[src/rtl/llc_cmd_issuer_pkg.sv]
// Shared definitions for the LLC trace command issue stage.
// Opcode set, legality check and the buffered command record.
package LLC_defs;

    localparam int LLC_ADDR_W = 32;

    typedef enum logic [3:0] {
        OP_RD       = 4'd0,
        OP_WR       = 4'd1,
        OP_IRD      = 4'd2,
        OP_SNP_RD   = 4'd3,
        OP_SNP_WR   = 4'd4,
        OP_SNP_RWIM = 4'd5,
        OP_SNP_INV  = 4'd6,
        OP_CLEAR    = 4'd8,
        OP_PRINT    = 4'd9
    } llc_op_e;

    typedef struct packed {
        logic [3:0]            op;
        logic [LLC_ADDR_W-1:0] addr;
    } llc_cmd_t;

    function automatic logic is_legal_op(input logic [3:0] op);
        case (op)
            OP_RD, OP_WR, OP_IRD,
            OP_SNP_RD, OP_SNP_WR,
            OP_SNP_RWIM, OP_SNP_INV,
            OP_CLEAR, OP_PRINT: is_legal_op = 1'b1;
            default:            is_legal_op = 1'b0;
        endcase
    endfunction

endpackage

[src/rtl/llc_cmd_issuer_fifo.sv]
// In-order command FIFO; full/empty come from the entry count.
// Storage is datapath only, so it is not reset.
module llc_cmd_fifo
    import LLC_defs::*;
#(
    parameter int  DEPTH = 8,
    parameter type T     = llc_cmd_t
) (
    input  logic                   clk,
    input  logic                   rst_n,
    input  logic                   push,
    input  T                       wdata,
    input  logic                   pop,
    output T                       rdata,
    output logic                   full,
    output logic                   empty,
    output logic [$clog2(DEPTH):0] count
);

    localparam int PW = $clog2(DEPTH);
    localparam logic [PW:0] FULL_CNT = (PW+1)'(DEPTH);

    T              mem_q [DEPTH];
    logic [PW-1:0] wr_ptr_q, wr_ptr_d;
    logic [PW-1:0] rd_ptr_q, rd_ptr_d;
    logic [PW:0]   cnt_q, cnt_d;

    always_comb begin
        wr_ptr_d = wr_ptr_q;
        rd_ptr_d = rd_ptr_q;
        cnt_d    = cnt_q;
        if (push) wr_ptr_d = wr_ptr_q + 1'b1;
        if (pop)  rd_ptr_d = rd_ptr_q + 1'b1;
        if (push && !pop)      cnt_d = cnt_q + 1'b1;
        else if (pop && !push) cnt_d = cnt_q - 1'b1;
    end

    always_ff @(posedge clk) begin
        if (!rst_n) begin
            wr_ptr_q <= '0;
            rd_ptr_q <= '0;
            cnt_q    <= '0;
        end else begin
            wr_ptr_q <= wr_ptr_d;
            rd_ptr_q <= rd_ptr_d;
            cnt_q    <= cnt_d;
        end
    end

    always_ff @(posedge clk) begin
        if (push) mem_q[wr_ptr_q] <= wdata;
    end

    assign rdata = mem_q[rd_ptr_q];
    assign full  = (cnt_q == FULL_CNT);
    assign empty = (cnt_q == '0);
    assign count = cnt_q;

endmodule

[src/rtl/llc_cmd_issuer.sv]
// Filters trace commands, buffers legal ones and issues them to the LLC,
// holding issue after a clear or print until the LLC reports it done.
module llc_cmd_issuer
    import LLC_defs::*;
#(
    parameter int DEPTH      = 8,
    parameter int ADDR_WIDTH = 32
) (
    input  logic                   clk,
    input  logic                   rst_n,
    input  logic                   in_valid,
    output logic                   in_ready,
    input  logic [3:0]             in_op,
    input  logic [ADDR_WIDTH-1:0]  in_addr,
    output logic                   out_valid,
    input  logic                   out_ready,
    output logic [3:0]             out_op,
    output logic [ADDR_WIDTH-1:0]  out_addr,
    input  logic                   clear_done,
    input  logic                   print_done,
    output logic                   halted,
    output logic [$clog2(DEPTH):0] occupancy,
    output logic [15:0]            drop_cnt,
    output logic [31:0]            issued_cnt
);

    typedef struct packed {
        logic [3:0]            op;
        logic [ADDR_WIDTH-1:0] addr;
    } cmd_t;

    localparam logic [1:0] ST_RUN      = 2'd0;
    localparam logic [1:0] ST_WAIT_CLR = 2'd1;
    localparam logic [1:0] ST_WAIT_PRT = 2'd2;

    logic [1:0]  state_q, state_d;
    logic [15:0] drop_q, drop_d;
    logic [31:0] iss_q, iss_d;

    logic full, empty, accept, legal, push, pop;
    cmd_t wcmd, head;

    assign legal    = is_legal_op(in_op);
    assign in_ready = !full;
    assign accept   = in_valid && in_ready;
    assign push     = accept && legal;
    assign wcmd     = '{op: in_op, addr: in_addr};

    assign out_valid = !empty && (state_q == ST_RUN);
    assign pop       = out_valid && out_ready;
    assign out_op    = head.op;
    assign out_addr  = head.addr;
    assign halted    = (state_q != ST_RUN);

    llc_cmd_fifo #(
        .DEPTH (DEPTH),
        .T     (cmd_t)
    ) u_fifo (
        .clk   (clk),
        .rst_n (rst_n),
        .push  (push),
        .wdata (wcmd),
        .pop   (pop),
        .rdata (head),
        .full  (full),
        .empty (empty),
        .count (occupancy)
    );

    // Done pulses only matter in the state that is waiting for them.
    always_comb begin
        state_d = state_q;
        unique case (state_q)
            ST_RUN: begin
                if (pop && head.op == OP_CLEAR)      state_d = ST_WAIT_CLR;
                else if (pop && head.op == OP_PRINT) state_d = ST_WAIT_PRT;
            end
            ST_WAIT_CLR: if (clear_done) state_d = ST_RUN;
            ST_WAIT_PRT: if (print_done) state_d = ST_RUN;
            default:     state_d = ST_RUN;
        endcase
    end

    always_comb begin
        drop_d = drop_q;
        iss_d  = iss_q;
        if (accept && !legal && drop_q != 16'hFFFF) drop_d = drop_q + 1'b1;
        if (pop) iss_d = iss_q + 1'b1;
    end

    always_ff @(posedge clk) begin
        if (!rst_n) begin
            state_q <= ST_RUN;
            drop_q  <= '0;
            iss_q   <= '0;
        end else begin
            state_q <= state_d;
            drop_q  <= drop_d;
            iss_q   <= iss_d;
        end
    end

    assign drop_cnt   = drop_q;
    assign issued_cnt = iss_q;

endmodule

[config.mk]
export PLATFORM = sky130hd
export DESIGN_NAME = llc_cmd_issuer
export DESIGN_NICKNAME = d
export VERILOG_FILES = /design/src/rtl/llc_cmd_issuer_pkg.sv /design/src/rtl/llc_cmd_issuer_fifo.sv /design/src/rtl/llc_cmd_issuer.sv
export SDC_FILE = /design/constraint.sdc
export NUM_CORES = 1
export LEC_CHECK = 0
export CORE_ASPECT_RATIO = 1.1
export CORE_MARGIN = 3
export CORE_UTILIZATION = 61
export DETAILED_ROUTE_END_ITERATION = 6
export GPL_TIMING_DRIVEN = 1
export PLACE_DENSITY = 0.95
export SYNTH_ARGS = -nofsm -noshare
export SYNTH_HDL_FRONTEND = slang
export SYNTH_SLANG_ARGS = --single-unit
[constraint.sdc]
create_clock -name clk -period 9.55 [get_ports clk]
set_input_delay 1.4325 -clock clk [delete_from_list [all_inputs] [get_ports clk]]
set_output_delay 1.4325 -clock clk [all_outputs]
set_load 0.005 [all_outputs]
### Word-level counts from Yosys, hierarchy flattened

Memory sizes are Yosys's and may differ from the RTL's. A register that Yosys moved wholly into a read port is not among the register bits.
Cells that the tools add are included.

| word-level totals | value |
|---|---|
| bits in registers | 60 |
| memory bits (writable) | 288 |
| memory bits (read-only) | 16 |
| input bits | 42 |
| output and inout bits | 91 |
| word-level logic and storage cells | 54 |
| memories | 2 |

Memories:

| memory | depth | bits a word | rd ports | clocked after Yosys merged registers in | wr ports | RTL line | text |
|---|---|---|---|---|---|---|---|
| u_fifo.mem_q | 8 | 36 | 1 | 1 | 1 | llc_cmd_issuer_fifo.sv:23 | `T mem_q [DEPTH];` |
| (no name shown) | 16 | 1 | 1 | 0 | 0 | llc_cmd_issuer_pkg.sv:25 | `case (op)` |

| cells by class | value |
|---|---|
| add/sub/neg operators | 6 |
| equal/unequal tests | 9 |
| muxes and demuxes | 11 |
| reductions and logical operators | 20 |

Operators by type and width:

| cell | number |
|---|---|
| 32-bit by 1-bit adder with 32-bit output, second input constant | 1 |
| 16-bit by 1-bit adder with 16-bit output, second input constant | 1 |
| 16-bit != test, second input constant | 1 |
| 4-bit == test, second input constant | 3 |
| 1-bit logical AND | 10 |
| 2-bit two-way mux | 4 |
| 4-bit two-way mux | 2 |
| 3-bit by 1-bit adder with 3-bit output, second input constant | 2 |
| 3-bit two-way mux | 2 |
| 2-bit case mux with 3 select lines | 1 |
| 1-bit logical NOT | 5 |
| 4-bit by 1-bit adder with 4-bit output, second input constant | 1 |
| 4-bit logical NOT | 1 |
| 2-bit != test, second input constant | 2 |
| 2-bit nonzero test | 2 |
| 4-bit by 1-bit subtractor with 4-bit output, second input constant | 1 |
| 3-bit by 1-bit != test with 1-bit output, second input constant | 1 |
| 3-bit AND reduction | 1 |
| 2-bit by 1-bit == test with 1-bit output, second input constant | 1 |
| 2-bit == test, second input constant | 1 |
| 2-bit logical NOT | 1 |
| 1-bit two-way mux | 2 |

### Longest topological paths before layout

| logic depth | value |
|---|---|
| depth after elaboration | 8 |
| gate-level depth with buffers | 12 |
| mapped depth without buffers | 11 |

### Hierarchy

A second synthesis with hierarchy kept.

| unflattened totals | value |
|---|---|
| cells, all modules | 789 |
| area, all modules | 14,285.0 sq um |

Modules (own cells, without submodules):

| module | times used | cells each | area an instance (sq um) | sequential area each (sq um) |
|---|---|---|---|---|
| llc_cmd_fifo | 1 | 485 | 11,723.7 | 8,908.5 |
| llc_cmd_issuer | 1 | 304 | 2,561.2 | 1,001.0 |

### Least setup slack after synthesis

Ideal clock, no wire load.

| timing | value |
|---|---|
| path kind | input port to flip-flop |
| from | input in_op[2] |
| to | memory u_fifo.mem_q[0][0] (netlist name) (enable) |
| library setup time | 0.474 ns |
| arrival | 4.853 ns |
| required time | 9.076 ns |
| path slack | 4.223 ns |
| stages on the path | 6 |
| buffers on the path | 1 |
| cell sequence | a21o_1 > a22oi_1 > and3_1 > clkbuf_1 > nand2b_1 > nor3_1 |

| between the ends | value |
|---|---|
| longest elaborated chain between the ends | 4 |

Ends and longest elaborated chain:

| item | RTL line | text |
|---|---|---|
| start, declared | llc_cmd_issuer.sv:13 | `input logic [3:0] in_op,` |
| memory 16 x 1 bit | n/a |  |
| 1-bit logical AND | llc_cmd_issuer.sv:46 | `assign push = accept && legal;` |
| via push | llc_cmd_issuer.sv:40 | `logic full, empty, accept, legal, push, pop;` |
| 1-bit two-way mux | llc_cmd_issuer_fifo.sv:51 | `if (push) mem_q[wr_ptr_q] <= wdata;` |
| 1-bit two-way mux (not written as such) | llc_cmd_issuer_fifo.sv:51 |  |
| end, declared | llc_cmd_issuer_fifo.sv:23 |  |

The timed path passes the listed nets, and every way through them passes these cells.

==> summary.txt <==
STA
  • Setup TNS: 0 ns
  • Final Max Slew Viols: 0
  • Fmax: about 200 MHz
  • Clock skew: approximately 0.014 ns
  • Post-route setup slack: 4.55 ns
  • Hold Fails Final Rpt: 0
  • Slew of the pin with the lowest slew margin: about 1.3 ns
  • Finish-stage setup viols: 0
  • Slew margin rel.: between 10 and 15%
  • Final period util: 52.4%
  • RSZ-0062 raised after global routing: false
  • Period minus WS final: about 5 ns

Critical path
  • CP arrival: 3.57 ns
  • Kind of critical path: register to output port
  • Slowest CP cell: buf_4
  • CP max stage delay: 0.81 ns
  • Critical-path maximum fanout: 47
  • Crit path capture type: output port
  • Crit path cell chain: buf_4 > mux4_2 > mux2i_1 > inv_1 > clkdlybuf4s50_1
  • Critical path required time: 8.12 ns
  • CP Launch Type: register

Detailed routing
  • Detailed-router iteration count before antenna repair: 4
  • Vias per inst: ~6.1
  • WL final: between 20 and 30 mm
  • Drc violations: 0
  • ANT nets after route: 0
  • Vias post-DR: 7,558
  • First DRT Iteration DRCs: approximately 600
  • WL per Instance: 23.8 µm

Power
  • Internal power: about 0.003 W
  • P_sw: 0.000909 W
  • Leak: 5.19 nW
  • Clock power share: 34.8%
  • Pwr Density: 234 mW/mm²
  • Switching Share: 23.5%
  • Seq pwr share: 46.3%
  • Combinational share of power: 18.9%
  • VDD IR-drop max: 207 µV

Clocking
  • CTS buffer count: 34
  • Post-CTS setup buffers: 0
  • Maximum clock insertion buffer count: 3
  • H-tree depth: 2
  • Clock transition at the registers of the reported paths: about 0.060 ns
  • Worst-skew pair later-pin latency: about 0.50 ns
  • Post-cts resize count: 0
  • Root buffer cell: clkbuf_16
  • Sinks on Clock Net: 351
  • CTS tree: yes
  • Cts hold-fix bufs: 0

Global routing
  • Initial antenna violation count: 0
  • GR peak layer: met2
  • Largest net degree at the start of global routing: 70
  • First-pass GRT wire length: 45.8 mm
  • Vias in the first global route: 7,924
  • GR Util met2: 41.1%
  • M1 GR Usage: 33.2%
  • Overall Global Routing Usage: 24.6%
  • M3 GR Usage: 5.10%
  • Total gr overflow: 0

Layout
  • Layout cell share with drive strength beyond 1: between 10% and 20%
  • ANT cells: 0
  • Synth-to-layout area growth: 20.0%
  • # nets final: 963

Run status
  • Status: completed

Die
  • Die height: roughly 160 µm
  • Die ar.: 0.0245 mm²
  • Core ar.: 0.0222 mm²
  • Starting Density: between 60% and 70%
  • Die W: 149 µm
  • I/O pin cnt: 133
  • Row cnt: 57

Synthesis
  • Synth cell types: 40
  • Synthesized area per cell: ~18 µm²
  • Seq/Total Area, Yosys: 71.8%
  • Post-synth EDFFs: 288
  • Asr flop ratio synth: 0%
  • Ys flop type: edfxtp_1
  • Dominant cell by count in the synthesized netlist: edfxtp_1
  • Syn nets: 826
  • Largest cells by area after synthesis: edfxtp_1 (63%), mux4_2 (12%), dfxtp_1 (9.1%)
  • Cells after synthesis: 776
  • Ys Warns: 0
  • Top cells by instance count after synthesis: edfxtp_1 (288), mux4_2 (72), dfxtp_1 (63)
  • Cell area after synthesis: 0.0138 mm²
  • Post-synth top area cell: edfxtp_1
  • Register bit count reported by yosys: 351
  • Share of the synthesized area in the top cell type: a little over three fifths

Min path
  • Hold Crit Class: register to register

Placement
  • Detailed Place HPWL: 16.6 mm
  • IO Port Bufs: between 100 and 150
  • Dpl ws: 4.14 ns
  • Final Wtd Congestion: 0.812

Run
  • Max_cap viols: 0
-- final cells by class --
class                      instances  area [µm²]
clock buffer                      40         895
clock inverter                    20         225
fill                            1235        5630
inverter                          14        52.6
multi-input combinational        375        3730
sequential                       351        9920
tap                              295         369
timing repair buffer             137        1360
-- cells by family after synthesis --
group           after synthesis  synth area share [%]
compound gates               37                  1.49
xor+xnor                     36                  2.29
mux                         115                  15.2
buf+inv                      50                  1.51
fa+ha+maj                     8                 0.780
simple gates                179                  6.93
flops                       351                  71.8
-- routing by layer --
layer | wire (µm) | vias to the layer above
met5 | 0 | -
met4 | 864 | 0
met3 | 1810 | 63
met2 | 15000 | 298
met1 | 11700 | 3857
li1 | - | 3340
-- registers in the layout, summed over array words and instances (netlist names), named ones only --
register         flops
u_fifo.mem_q       288
issued_cnt          32
drop_cnt            16
u_fifo.count         4
u_fifo.rd_ptr_q      3
u_fifo.wr_ptr_q      3
state_q              2
-- power by group through the flow --
stage	sequential (W)	combinational, W	clock (W)
3_3_place_gp	0.00182	0.000714	0
3_5_place_dp	0.00182	0.000727	0
6_report	0.00179	0.000729	0.00135
2_1_floorplan	0.00176	0.000493	0
4_1_cts	0.00179	0.000741	0.00136
5_1_grt	0.00180	0.000784	0.00142
-- metrics by stage --
step                      hold WS [ns]  cells  power (W)  utilization (%)  area [µm²]
after floorplan                  0.446    776    0.00225                -       13800
after global placement           0.458   1172    0.00253             69.6       15400
after detailed placement         0.476   1172    0.00255             69.6       15400
after CTS                        0.485   1232    0.00389             74.6       16600
after global routing             0.505   1232    0.00401             74.6       16600
final                            0.484   1232    0.00387             74.6       16600
-- worst max-delay path, delay by kind of cell, from the launching register on --
| family | cells | cell delay (ns) |
|---|---|---|
| flip-flops | 1 | 0.68 |
| buffers and inverters | 3 | 1.36 |
| multiplexers | 2 | 1.03 |
-- final timing paths --
check,startpoint,slack [ns],end,depth (start not counted)
max,register,4.55,out_op[2],5
min,u_fifo.rd_ptr_q[1],0.48,register,2
max reg2reg,register,6.48,state_q[0],6
min reg2reg,u_fifo.rd_ptr_q[1],0.48,register,2
-- cell usage in the layout, fill, tap and decap left out, drive strengths merged, types with 8 or more instances in the layout --
cell,instances
mux4,72
nand3,17
xor2,8
nor3,12
inv,15
nand4,17
or3,13
clkinv,11
nor2,50
mux2,34
mux2i,9
nand2,26
dfxtp,63
clkdlybuf4s50,132
edfxtp,288
o21ai,12
xnor2,28
clkbuf,40
nor4,13
a21oi,18
Power figures use the tool's default switching activity.
